File: config.mk
export PLATFORM = sky130hd
export DESIGN_NAME = hypot_sched
export DESIGN_NICKNAME = d
export VERILOG_FILES = /design/src/rtl/hypot_sched.sv
export SDC_FILE = /design/constraint.sdc
export NUM_CORES = 1
export LEC_CHECK = 0
export CAP_MARGIN = 20
export CORE_MARGIN = 2
export CORE_UTILIZATION = 63
export DETAILED_ROUTE_END_ITERATION = 10
export GPL_TIMING_DRIVEN = 0
export PLACE_DENSITY = 0.89
export SYNTH_ARGS = -nofsm -noshare
export SYNTH_HDL_FRONTEND = slang
export SYNTH_SLANG_ARGS = --single-unit
File: constraint.sdc
create_clock -name clk -period 8.9 [get_ports clk]
set_input_delay 1.78 -clock clk [delete_from_list [all_inputs] [get_ports clk]]
set_output_delay 1.78 -clock clk [all_outputs]
set_load 0.005 [all_outputs]
File: src/rtl/hypot_sched.sv
// Two-requester hypotenuse engine: arbitrates between two operand pairs and
// returns floor(sqrt(x*x + y*y)) through a multi-cycle square/root sequencer.
module hypot_sched #(
  parameter bit RR = 1'b1
) (
  input  logic       clk,
  input  logic       rst,
  input  logic       req0_valid,
  output logic       req0_ready,
  input  logic [7:0] req0_x,
  input  logic [7:0] req0_y,
  input  logic       req1_valid,
  output logic       req1_ready,
  input  logic [7:0] req1_x,
  input  logic [7:0] req1_y,
  output logic       rsp_valid,
  input  logic       rsp_ready,
  output logic [8:0] rsp_data,
  output logic       rsp_id,
  output logic       busy
);

  typedef enum logic [2:0] {
    IDLE = 3'd0,
    SQX  = 3'd1,
    SQY  = 3'd2,
    ROOT = 3'd3,
    RESP = 3'd4
  } state_t;

  state_t      r_state;
  state_t      w_next;

  logic        r_last;
  logic [7:0]  r_x;
  logic [7:0]  r_y;
  logic        r_id;
  logic [16:0] r_sum;
  logic [8:0]  r_root;
  logic [3:0]  r_bit;
  logic        r_rsp_valid;
  logic [8:0]  r_rsp_data;
  logic        r_rsp_id;

  logic        w_idle;
  logic        w_grant;
  logic        w_accept;
  logic [8:0]  w_trial;
  logic [17:0] w_trial_sq;
  logic        w_fits;

  assign w_idle = (r_state == IDLE);

  // NOTE: every signal written in always_comb gets a default first, so no
  // path leaves it unassigned and no latch is inferred.
  always_comb begin
    w_grant = 1'b0;
    if (req0_valid && req1_valid) begin
      w_grant = RR ? ~r_last : 1'b0;
    end else if (req1_valid) begin
      w_grant = 1'b1;
    end
  end

  // Readys are masked during reset so every output is quiet while rst is high.
  assign req0_ready = w_idle & ~rst & req0_valid & ~w_grant;
  assign req1_ready = w_idle & ~rst & req1_valid &  w_grant;
  assign w_accept   = (req0_valid & req0_ready) | (req1_valid & req1_ready);

  // One restoring-root step: keep the trial bit if its square still fits.
  assign w_trial    = r_root | (9'd1 << r_bit);
  assign w_trial_sq = {9'd0, w_trial} * {9'd0, w_trial};
  assign w_fits     = (w_trial_sq <= {1'b0, r_sum});

  // NOTE: sequential state uses non-blocking assignments so every register
  // samples pre-edge values regardless of statement order.
  always_ff @(posedge clk or posedge rst) begin
    if (rst) begin
      r_state <= IDLE;
    end else begin
      r_state <= w_next;
    end
  end

  always_comb begin
    w_next = r_state;
    case (r_state)
      IDLE:    if (w_accept) w_next = SQX;
      SQX:     w_next = SQY;
      SQY:     w_next = ROOT;
      ROOT:    if (r_bit == 4'd0) w_next = RESP;
      RESP:    if (rsp_ready) w_next = IDLE;
      default: w_next = IDLE;
    endcase
  end

  // NOTE: all datapath registers are reset here; there are no memories, so
  // clearing everything is cheap and makes an aborted operation leave no trace.
  always_ff @(posedge clk or posedge rst) begin
    if (rst) begin
      r_last      <= 1'b1;
      r_x         <= 8'd0;
      r_y         <= 8'd0;
      r_id        <= 1'b0;
      r_sum       <= 17'd0;
      r_root      <= 9'd0;
      r_bit       <= 4'd0;
      r_rsp_valid <= 1'b0;
      r_rsp_data  <= 9'd0;
      r_rsp_id    <= 1'b0;
    end else begin
      case (r_state)
        IDLE: begin
          if (w_accept) begin
            r_x    <= w_grant ? req1_x : req0_x;
            r_y    <= w_grant ? req1_y : req0_y;
            r_id   <= w_grant;
            r_last <= w_grant;
          end
        end
        SQX: begin
          r_sum <= {9'd0, r_x} * {9'd0, r_x};
        end
        SQY: begin
          r_sum  <= r_sum + ({9'd0, r_y} * {9'd0, r_y});
          r_root <= 9'd0;
          r_bit  <= 4'd8;
        end
        ROOT: begin
          if (w_fits) r_root <= w_trial;
          r_bit <= r_bit - 4'd1;
          // Final step publishes the finished root directly into the response.
          if (r_bit == 4'd0) begin
            r_rsp_valid <= 1'b1;
            r_rsp_data  <= w_fits ? w_trial : r_root;
            r_rsp_id    <= r_id;
          end
        end
        RESP: begin
          if (rsp_ready) r_rsp_valid <= 1'b0;
        end
        default: ;
      endcase
    end
  end

  assign rsp_valid = r_rsp_valid;
  assign rsp_data  = r_rsp_data;
  assign rsp_id    = r_rsp_id;
  assign busy      = ~w_idle;

endmodule

# After elaboration in Yosys (flattened, before gate mapping)
# Index checks and enable logic that the tools add are counted.
dict set report op_classes {
  n_addsub 2
  mul 3
  magnitude_cmp 1
  eq_ne 7
  n_shift 1
  muxes 15
  n_bitwise 13
  n_reduce_logical 10
}
# operator count
set ops {}
lappend ops {{17-bit case mux with 2 select lines} 1}
lappend ops {{8-bit by 8-bit multiplier with 16-bit output} 2}
lappend ops {{18-bit by 17-bit less-or-equal comparator with 1-bit output} 1}
lappend ops {{9-bit by 9-bit multiplier with 18-bit output} 1}
lappend ops {{9-bit case mux with 2 select lines} 1}
lappend ops {{17-bit by 16-bit adder with 17-bit output} 1}
lappend ops {{8-bit two-way mux} 2}
lappend ops {{3-bit case mux with 5 select lines} 1}
lappend ops {{3-bit two-way mux} 3}
lappend ops {{9-bit two-way mux} 1}
lappend ops {{9-bit OR} 1}
lappend ops {{1-bit by 4-bit << shifter with 9-bit output, first input constant} 1}
lappend ops {{4-bit case mux with 2 select lines} 1}
lappend ops {{1-bit bitwise AND} 7}
lappend ops {{3-bit by 2-bit equality test with 1-bit output, second input constant} 2}
lappend ops {{3-bit AND reduction} 2}
lappend ops {{2-bit nonzero test} 3}
lappend ops {{4-bit logical NOT} 1}
lappend ops {{1-bit two-way mux} 4}
lappend ops {{2-bit inequality test, second input constant} 2}
lappend ops {{1-bit inverter} 4}
lappend ops {{2-bit AND reduction} 2}
lappend ops {{4-bit by 1-bit subtractor with 4-bit output, second input constant} 1}
lappend ops {{3-bit by 1-bit equality test with 1-bit output, second input constant} 1}
lappend ops {{6 further kinds} 6}
dict set report word_totals {
  regBits 62
  inputBits 37
  output_inout_bits 14
  elab_cells 63
}

# Logic depth before layout (Yosys ltp)
# Gate-level depths: netlist of the first run.
dict set report logic_depth {
  depth_word 8
  depth_mapped 28
}

# Least setup slack after synthesis of the first run
# No wires, ideal clock.
dict set report synth_timing {
  kind {register -> register}
  startpoint {reg r_bit[0]}
  endpoint {reg r_root[1]}
  arrival_ns 6.063
  t_required_ns 8.797
  slack_ns 2.734
  path_stages_with_launch 25
  synth_period_minus_slack_ns 6.166
  path_cell_list {dfrtp_1 > inv_1 > ha_1 > a21o_1 > clkbuf_1 > inv_1 > nor2_1 > fa_1 > fa_1 > fa_1 > inv_1 > fa_1 > inv_1 > ha_1 > a21oi_2 > o21ai_1 > a31oi_2 > o21ai_0 > xnor2_1 > ha_1 > a211o_1 > nor3_1 > nor4b_4 > nor2_4 > o41ai_2}
}
dict set report synth_between {
  elab_chain_cells 6
}
# element line_no
set synth_rtl {}
lappend synth_rtl {{start, declared} 40} ;# logic [3:0] r_bit;
lappend synth_rtl {{start signal, assigned} 131} ;# r_bit <= r_bit - 4'd1;
lappend synth_rtl {{1-bit by 4-bit << shifter with 9-bit output (*)} 71} ;# assign w_trial = r_root | (9'd1 << r_bit);
lappend synth_rtl {{9-bit OR (*)} 71}
lappend synth_rtl {{9-bit by 9-bit multiplier with 18-bit output} 72} ;# assign w_trial_sq = {9'd0, w_trial} * {9'd0, w_trial};
lappend synth_rtl {{18-bit by 17-bit less-or-equal comparator with 1-bit output} 73} ;# assign w_fits = (w_trial_sq <= {1'b0, r_sum});
lappend synth_rtl {{9-bit two-way mux (*)} n/a}
lappend synth_rtl {{9-bit case mux with 2 select lines (*)} 112} ;# case (r_state)
lappend synth_rtl {{end signal, assigned} 130} ;# if (w_fits) r_root <= w_trial;
lappend synth_rtl {{end, declared} 39} ;# logic [8:0] r_root;
# Mark *: on every way between the ends. The rest lies on a longest branch, timed or not.
# A chain may end at the register's enable or synchronous reset.

# Worst setup path in the final report of the first run
dict set report layout_timing {
  startpoint {reg r_bit[3]}
  endpoint {reg r_root[4]}
}
# The elaborated chain is that of the path after synthesis.

==> results.env, run 1 <==
SYN2LAYOUT_AREA_GROWTH_PCT=11.07
LAYOUT-DRIVE-GT1-SHARE=0.06391
CTS_INSERTED_BUFFERS=9
STATUS='finished, final reports clean'
ANTENNA_VIOLATING_NETS_POST_ROUTE=0
LAYOUT.CELL_AREA.NON_FILLER_UM2=10370
RRSETUPSLACK_NS=1.40
DIE_HEIGHT_UM=125.7
CTS.SINKS=62
SYNTHESIS.AREA_UM2=9334
FLOORPLAN.CORE_AREA_UM2=14480
WORST_SETUP_PATH_END_KIND='flop'
SLEW_AT_THE_PIN_CLOSEST_TO_ITS_MAX_SLEW_LIMIT_NS=0.6921
HOLD_VIOL=0
CTS.HOLD.BUFFERS_ADDED=0
MIN_DELAY_WORST_ENDPOINT='rsp_id$_DFFE_PP0P_'
WORSTREG2REGSTART='r_bit[3]$_DFFE_PP0N_'
FINAL_SETUP_VIOLATING_ENDPOINTS=0
SEQCELLAREA_UM2=1553
CLOCK_LATENCY_NS=0.34
SLEW_HEADROOM=0.5379
DRT_WL_TOTAL_UM=21060
SYNTH.YOSYS.SEQ_AREA_SHARE=0.1664
PORT_BUFFERS=50
FINAL_CRITICAL_PERIOD_NS=7.497
DOMINANT_SYNTHESIZED_FLOP_CELL='dfrtp_1'
HOLD_PATH_DEPTH=2
DESIGN.DIE.AREA_UM2=15810
START_UTIL=0.6447
ROUTE.DETAILED.WL_PER_INST_UM=16.26
VIA_PER_INST=5.785
CTS.ROOT.BUFFER_CELL='clkbuf_16'
SHARE_OF_SYNTHESIZED_FLIP_FLOPS_WITH_AN_ASYNCHRONOUS_SET_OR_RESET=1.000
CP-STARTPOINT='r_bit[3]$_DFFE_PP0N_'
INITIALDRTVIOLATIONCOUNT=452
SYNTH-EDFF-COUNT=0
DETAILED_PLACE_HPWL_UM=16520
WORSTSETUPPATHTYPE='flop to flop'
CTS_TREE='yes'
SYNTH_AREA_PER_CELL_UM2=8.941
HP-CLASS='flop to flop'
POSTCTSSETUPREPAIRBUFS=0
WORST_EP_ARRIVAL_TIME_NS=7.73
GROUTE.USAGE.OVERALL=0.2771
ROWS=44
RSZ0062_AT_GRT='false'
SYNTH_CELL_TYPES=78
FIN_TNS_SETUP_NS=0
WORSTPATHREQUIRED_NS=9.14
YOSYSWARNINGCOUNT=0
GRT_FIRST_PASS_WIRELENGTH_UM=35750
GRT_MAX_DEGREE=33
HOLD_PATH.STARTPOINT='r_id$_DFFE_PP0P_'
DIE_BOUNDARY_WIDTH_UM=125.7
R2R_CELLS=25
CLKSLEWWORSTSETUPHOLDPATHS_NS=0.06
TIMING.CRITICAL_PATH.FROM_TYPE='flop'
CP_MAX_FO=9
MULTI_INPUT_AREA_UM2=6928
POSTSYNTHREGISTERBITS=62
CTS-ROOT-TO-SINK-BUFFERS=2
SLEW_VIOL_FINAL=0
CTS_REPAIR_RESIZE_COUNT=0
FIRST_GLOBAL_VIAS=7680
N_FILL_CELL=1037
GP_ROUTABILITY_CONGESTION=0.9392
FINAL.SETUP_SKEW_NS=0.006908
MAX_FREQ_MHz=133.4
DETAILED_PLACE.AREA_UM2=10080
OVERFLOW=0
SYNTHCELLS=1044
TIMING.MAX_CAP.VIOLATIONS=0
ANTENNA_VIOLATIONS_BEFORE_REPAIR=0
COUNT_OF_UNRESOLVED_DRC_VIOLATIONS_AFTER_ROUTING=0
TIMING.FINAL.CRIT_SHARE=0.8424
CTS-HTREE-LEVELS=3
ANTENNA-DIODE-COUNT=0
R2R_END='r_root[4]$_DFFE_PP0N_'
VIAS=7492
FINAL_NETS=1364
PIN_COUNT=51
MAPPEDNETLISTNETS=1302
DRT-PASS1-ITER-COUNT=5
==> cells in the mapped netlist, drive strengths merged, types with 23 or more instances <==
master  count  share of area
a21oi      57          0.033
and2       35          0.023
dfrtp      61           0.16
fa         98           0.21
ha        123           0.16
inv       187          0.075
mux2i      23          0.025
nand2      93          0.037
nor2       80          0.034
o21ai      45          0.025
xnor2      33          0.031
==> cell usage in the layout (no fill, tap or decap), types with 5 or more instances in the layout <==
master | synthesis | final
a211o_1 | 7 | 7
a211oi_1 | 9 | 9
a21o_1 | 15 | 15
a21oi_1 | 53 | 53
a31oi_1 | 6 | 6
and2_1 | 35 | 35
and3_1 | 6 | 6
buf_2 | 9 | 9
clkbuf_1 | 15 | 15
clkbuf_16 | 0 | 9
clkdlybuf4s50_1 | 0 | 50
dfrtp_1 | 61 | 61
fa_1 | 98 | 98
ha_1 | 123 | 123
inv_1 | 183 | 182
inv_2 | 4 | 5
mux2i_1 | 23 | 23
nand2_1 | 93 | 93
nand2b_1 | 12 | 12
nand3_1 | 5 | 5
nand4_1 | 5 | 5
nor2_1 | 77 | 77
nor2b_1 | 5 | 5
nor3_1 | 12 | 12
o211ai_1 | 8 | 8
o21a_1 | 5 | 5
o21ai_0 | 25 | 25
o21ai_1 | 18 | 18
o41ai_2 | 9 | 9
xnor2_1 | 33 | 33
xor2_1 | 8 | 8
==> metrics by stage <==
step / util / hold slack [ns] / instances / setup slack, ns
CTS: 0.7160 / 0.4850 / 1295 / 1.531
floorplan: - / 0.4395 / 1044 / 2.734
detailed placement: 0.6965 / 0.4622 / 1279 / 1.600
finish: 0.7160 / 0.4828 / 1295 / 1.403
global route: 0.7160 / 0.5047 / 1295 / 0.9847
global placement: 0.6951 / 0.4624 / 1278 / 1.655
==> routing by layer <==
layer | global-route usage | up-vias | share of wire
met1 | 0.3594 | 3656 | 0.42
met5 | 0 | - | 0
met3 | 0.04970 | 38 | 0.061
met2 | 0.4741 | 225 | 0.49
li1 | - | 3573 | -
met4 | 0.08824 | 0 | 0.023
==> worst max-delay path by stage <==
stage	to	slack (ns)	depth (start not counted)
6_report	r_root[4]$_DFFE_PP0N_	1.40	25
5_1_grt	r_root[5]$_DFFE_PP0N_	0.98	25
4_1_cts	r_root[6]$_DFFE_PP0N_	1.53	25
3_5_place_dp	r_root[6]$_DFFE_PP0N_	1.60	25
3_3_place_gp	r_root[4]$_DFFE_PP0N_	1.66	25
2_1_floorplan	r_root[1]$_DFFE_PP0N_	2.73	24
==> state kept, by name, summed over array words and instances, names as in the netlist <==
register	flops
r_x	8
r_sum	17
rsp_id	1
r_bit	4
r_id	1
rsp_valid	1
rsp_data	9
r_root	9
r_y	8
r_state	3
r_last	1
==> cell type report <==
class | count | share of cell area
inverters | 187 | 0.06770
plain buffers | 29 | 0.01460
flip-flops and latches | 62 | 0.1498
clock inverters | 7 | 0.005552
well taps | 184 | 0.02221
multi-input cells | 766 | 0.6682
clock buffers | 9 | 0.02172
repair buffers | 51 | 0.05021
==> logic make-up after synthesis <==
| group | after synthesis | synth area share |
|---|---|---|
| flip-flops | 62 | 0.1664 |
| XOR/XNOR | 41 | 0.03847 |
| multiplexers | 25 | 0.02708 |
| buffers and inverters | 216 | 0.09142 |
| AND/OR/NAND/NOR | 274 | 0.1414 |
| AO/OA/AOI/OAI | 205 | 0.1602 |
| adder cells (fa/ha/maj) | 221 | 0.3751 |
==> worst max-delay path, cell delays in order, from the launching register on <==
cell and delay [ns]:
dfrtp_1 0.48, nor2_1 0.31, a21o_1 0.16, clkbuf_1 0.41, inv_1 0.34, nor2_1 0.31
inv_1 0.10, fa_1 0.40, inv_1 0.09, fa_1 0.45, fa_1 0.54, inv_1 0.05
fa_1 0.52, inv_1 0.04, ha_1 0.35, a21oi_2 0.22, o21ai_1 0.09, a31oi_2 0.25
o21ai_0 0.14, xnor2_1 0.16, ha_1 0.32, a211o_1 0.31, nor3_1 0.25, nor4b_4 0.60
nor2_4 0.18, o41ai_2 0.32
Power of run 1 is not shown: default switching activity piles up to over one toggle a cycle in this logic, so the estimate is an artifact.
==> inputs of run 2 (changes only) <==
clock period = 7.8 ns   (was 8.9 ns; I/O delays follow)
==> results.env, run 2 (synthesis results as in run 1) <==
MAX_FREQ_MHz=137.9  # was 133.4 MHz
DRT-PASS1-ITER-COUNT=6  # was 5
HP-CLASS='flop to flop'  # unchanged
POSTCTSSETUPREPAIRBUFS=0  # unchanged
DETAILED_PLACE_HPWL_UM=16520  # unchanged
PIN_COUNT=51  # unchanged
MULTI_INPUT_AREA_UM2=6928  # unchanged
ROWS=44  # unchanged
CP_SLOWEST_STAGE_DELAY_NS=0.54  # was 0.60 ns
LAYOUT-DRIVE-GT1-SHARE=0.06559  # was 0.06391
WORSTSETUPPATHTYPE='flop to flop'  # unchanged
DESIGN.DIE.AREA_UM2=15810  # unchanged
N_FILL_CELL=1034  # was 1,037
PORT_BUFFERS=50  # unchanged
FINAL_NETS=1366  # was 1,364
CRITPATHSLOWESTCELL='fa_1'  # was nor4b_4
GRT_MAX_DEGREE=33  # unchanged
FLOORPLAN.CORE_AREA_UM2=14480  # unchanged
WORST_EP_ARRIVAL_TIME_NS=7.48  # was 7.73 ns
SLEW_AT_THE_PIN_CLOSEST_TO_ITS_MAX_SLEW_LIMIT_NS=0.6842  # was 0.6921 ns
FINALCOREUTILIZATION=0.7171  # was 0.7160
CTS.ROOT.BUFFER_CELL='clkbuf_16'  # unchanged
STATUS='finished, final reports clean'  # unchanged
FIRST_GLOBAL_VIAS=7680  # unchanged
CTS-ROOT-TO-SINK-BUFFERS=2  # unchanged
SLEW_HEADROOM=0.5432  # was 0.5379
NUMBER_OF_FLIP_FLOPS_UNDER_THE_LARGEST_REGISTER_NAME=17  # unchanged
TOP_REGISTER='r_sum'  # unchanged
COUNT_OF_UNRESOLVED_DRC_VIOLATIONS_AFTER_ROUTING=0  # unchanged
GP_ROUTABILITY_CONGESTION=0.9392  # unchanged
WORST_PATH_DOMINANT_CELL_FAMILY='adder cells'  # unchanged
WORSTPATHREQUIRED_NS=8.03  # was 9.14 ns
TIMING.MAX_CAP.VIOLATIONS=0  # unchanged
CP_MAX_FO=9  # unchanged
INITIALDRTVIOLATIONCOUNT=436  # was 452
FINAL.SETUP_SKEW_NS=0.005938  # was 0.006908 ns
ANTENNA_VIOLATIONS_BEFORE_REPAIR=0  # unchanged
DIE_HEIGHT_UM=125.7  # unchanged
VIA_PER_INST=5.790  # was 5.785
LAYOUT.CELLS.MOST_COMMON_LIST='inv_1 (182), ha_1 (123), fa_1 (98), nand2_1 (93), nor2_1 (77)'  # unchanged
WORST_SETUP_PATH_END_KIND='flop'  # unchanged
ANTENNA_VIOLATING_NETS_POST_ROUTE=0  # unchanged
CTS_TREE='yes'  # unchanged
WORST_HOLD_SLACK_NS=0.4842  # was 0.4828 ns
FINAL_CRITICAL_PERIOD_NS=7.249  # was 7.497 ns
GROUTE.USAGE.OVERALL=0.2771  # unchanged
LAYOUT.CELLS.MOST_COMMON='inv_1'  # unchanged
CP.BUFFERS_INVERTERS=7  # was 6
OVERFLOW=0  # unchanged
CTS-HTREE-LEVELS=3  # unchanged
CTS_INSERTED_BUFFERS=9  # unchanged
START_UTIL=0.6447  # unchanged
FINAL_SETUP_VIOLATING_ENDPOINTS=0  # unchanged
FIN_TNS_SETUP_NS=0  # unchanged
SYN2LAYOUT_AREA_GROWTH_PCT=11.23  # was 11.07%
ROUTE.DETAILED.WL_PER_INST_UM=16.28  # was 16.26 µm
CLOCK_LATENCY_NS=0.34  # about the same
RSZ0062_AT_GRT='false'  # unchanged
GRT_FIRST_PASS_WIRELENGTH_UM=35750  # unchanged
VIAS=7509  # was 7,492
CTS.HOLD.BUFFERS_ADDED=0  # unchanged
TIMING.FINAL.CRIT_SHARE=0.9294  # was 0.8424
DRT_WL_TOTAL_UM=21110  # was 21,060 µm
SEQCELLAREA_UM2=1553  # unchanged
CLKSLEWWORSTSETUPHOLDPATHS_NS=0.06  # about the same
SLEW_VIOL_FINAL=0  # unchanged
TIMING.CRITICAL_PATH.FROM_TYPE='flop'  # unchanged
CTS_REPAIR_RESIZE_COUNT=0  # unchanged
DIE_BOUNDARY_WIDTH_UM=125.7  # unchanged
MOST_USED_CELL_ALONG_THE_CRITICAL_PATH='inv_1'  # unchanged
CTS.SINKS=62  # unchanged
HOLD_VIOL=0  # unchanged
ANTENNA-DIODE-COUNT=0  # unchanged
run 2: cell types whose count changed in the layout (fill, tap and decap cells not counted):
| cell | change |
|---|---|
| buf_4 | +2 |
run 2: final timing paths:
path | start | cells after the start | slack (ns) | endpoint
setup / recovery | r_bit[3]$_DFFE_PP0N_ | 26 | 0.55 | r_root[4]$_DFFE_PP0N_
hold reg to reg | r_id$_DFFE_PP0P_ | 2 | 0.48 | rsp_id$_DFFE_PP0P_
hold / removal | r_id$_DFFE_PP0P_ | 2 | 0.48 | rsp_id$_DFFE_PP0P_
max in group asynchronous | rst | 3 | 5.41 | r_last$_DFFE_PP1P_
min in group asynchronous | rst | 2 | 1.71 | r_bit[3]$_DFFE_PP0N_
setup reg to reg | r_bit[3]$_DFFE_PP0N_ | 26 | 0.55 | r_root[4]$_DFFE_PP0N_
run 2: metrics by stage:
stage | cell area [µm²] | cells | worst slack [ns]
after CTS | 10370 | 1295 | 0.4312
final | 10380 | 1297 | 0.5507
after global routing | 10380 | 1297 | 0.1440
after floorplan | 9334 | 1044 | 1.634
after detailed placement | 10080 | 1279 | 0.4996
after global placement | 10060 | 1278 | 0.5554
run 2: cell type report:
type	instances	share of cell area
repair buffers	53	0.05158
inverters	187	0.06761
clock inverters	7	0.005543
plain buffers	29	0.01458
multi-input cells	766	0.6673
clock buffers	9	0.02169
flip-flops and latches	62	0.1496
well taps	184	0.02217
run 2: per-layer routing:
layer	part of all wire	track usage
met3	0.064	0.04970
met1	0.42	0.3594
met4	0.023	0.08824
met5	0	0
met2	0.49	0.4741
run 2: worst min-delay path, cell delays in order, from the launching register on:
cell     delay (ns)
dfrtp_1        0.35
nand2_1        0.05
nand2_1        0.05
Power of run 2 is left out for the same reason.
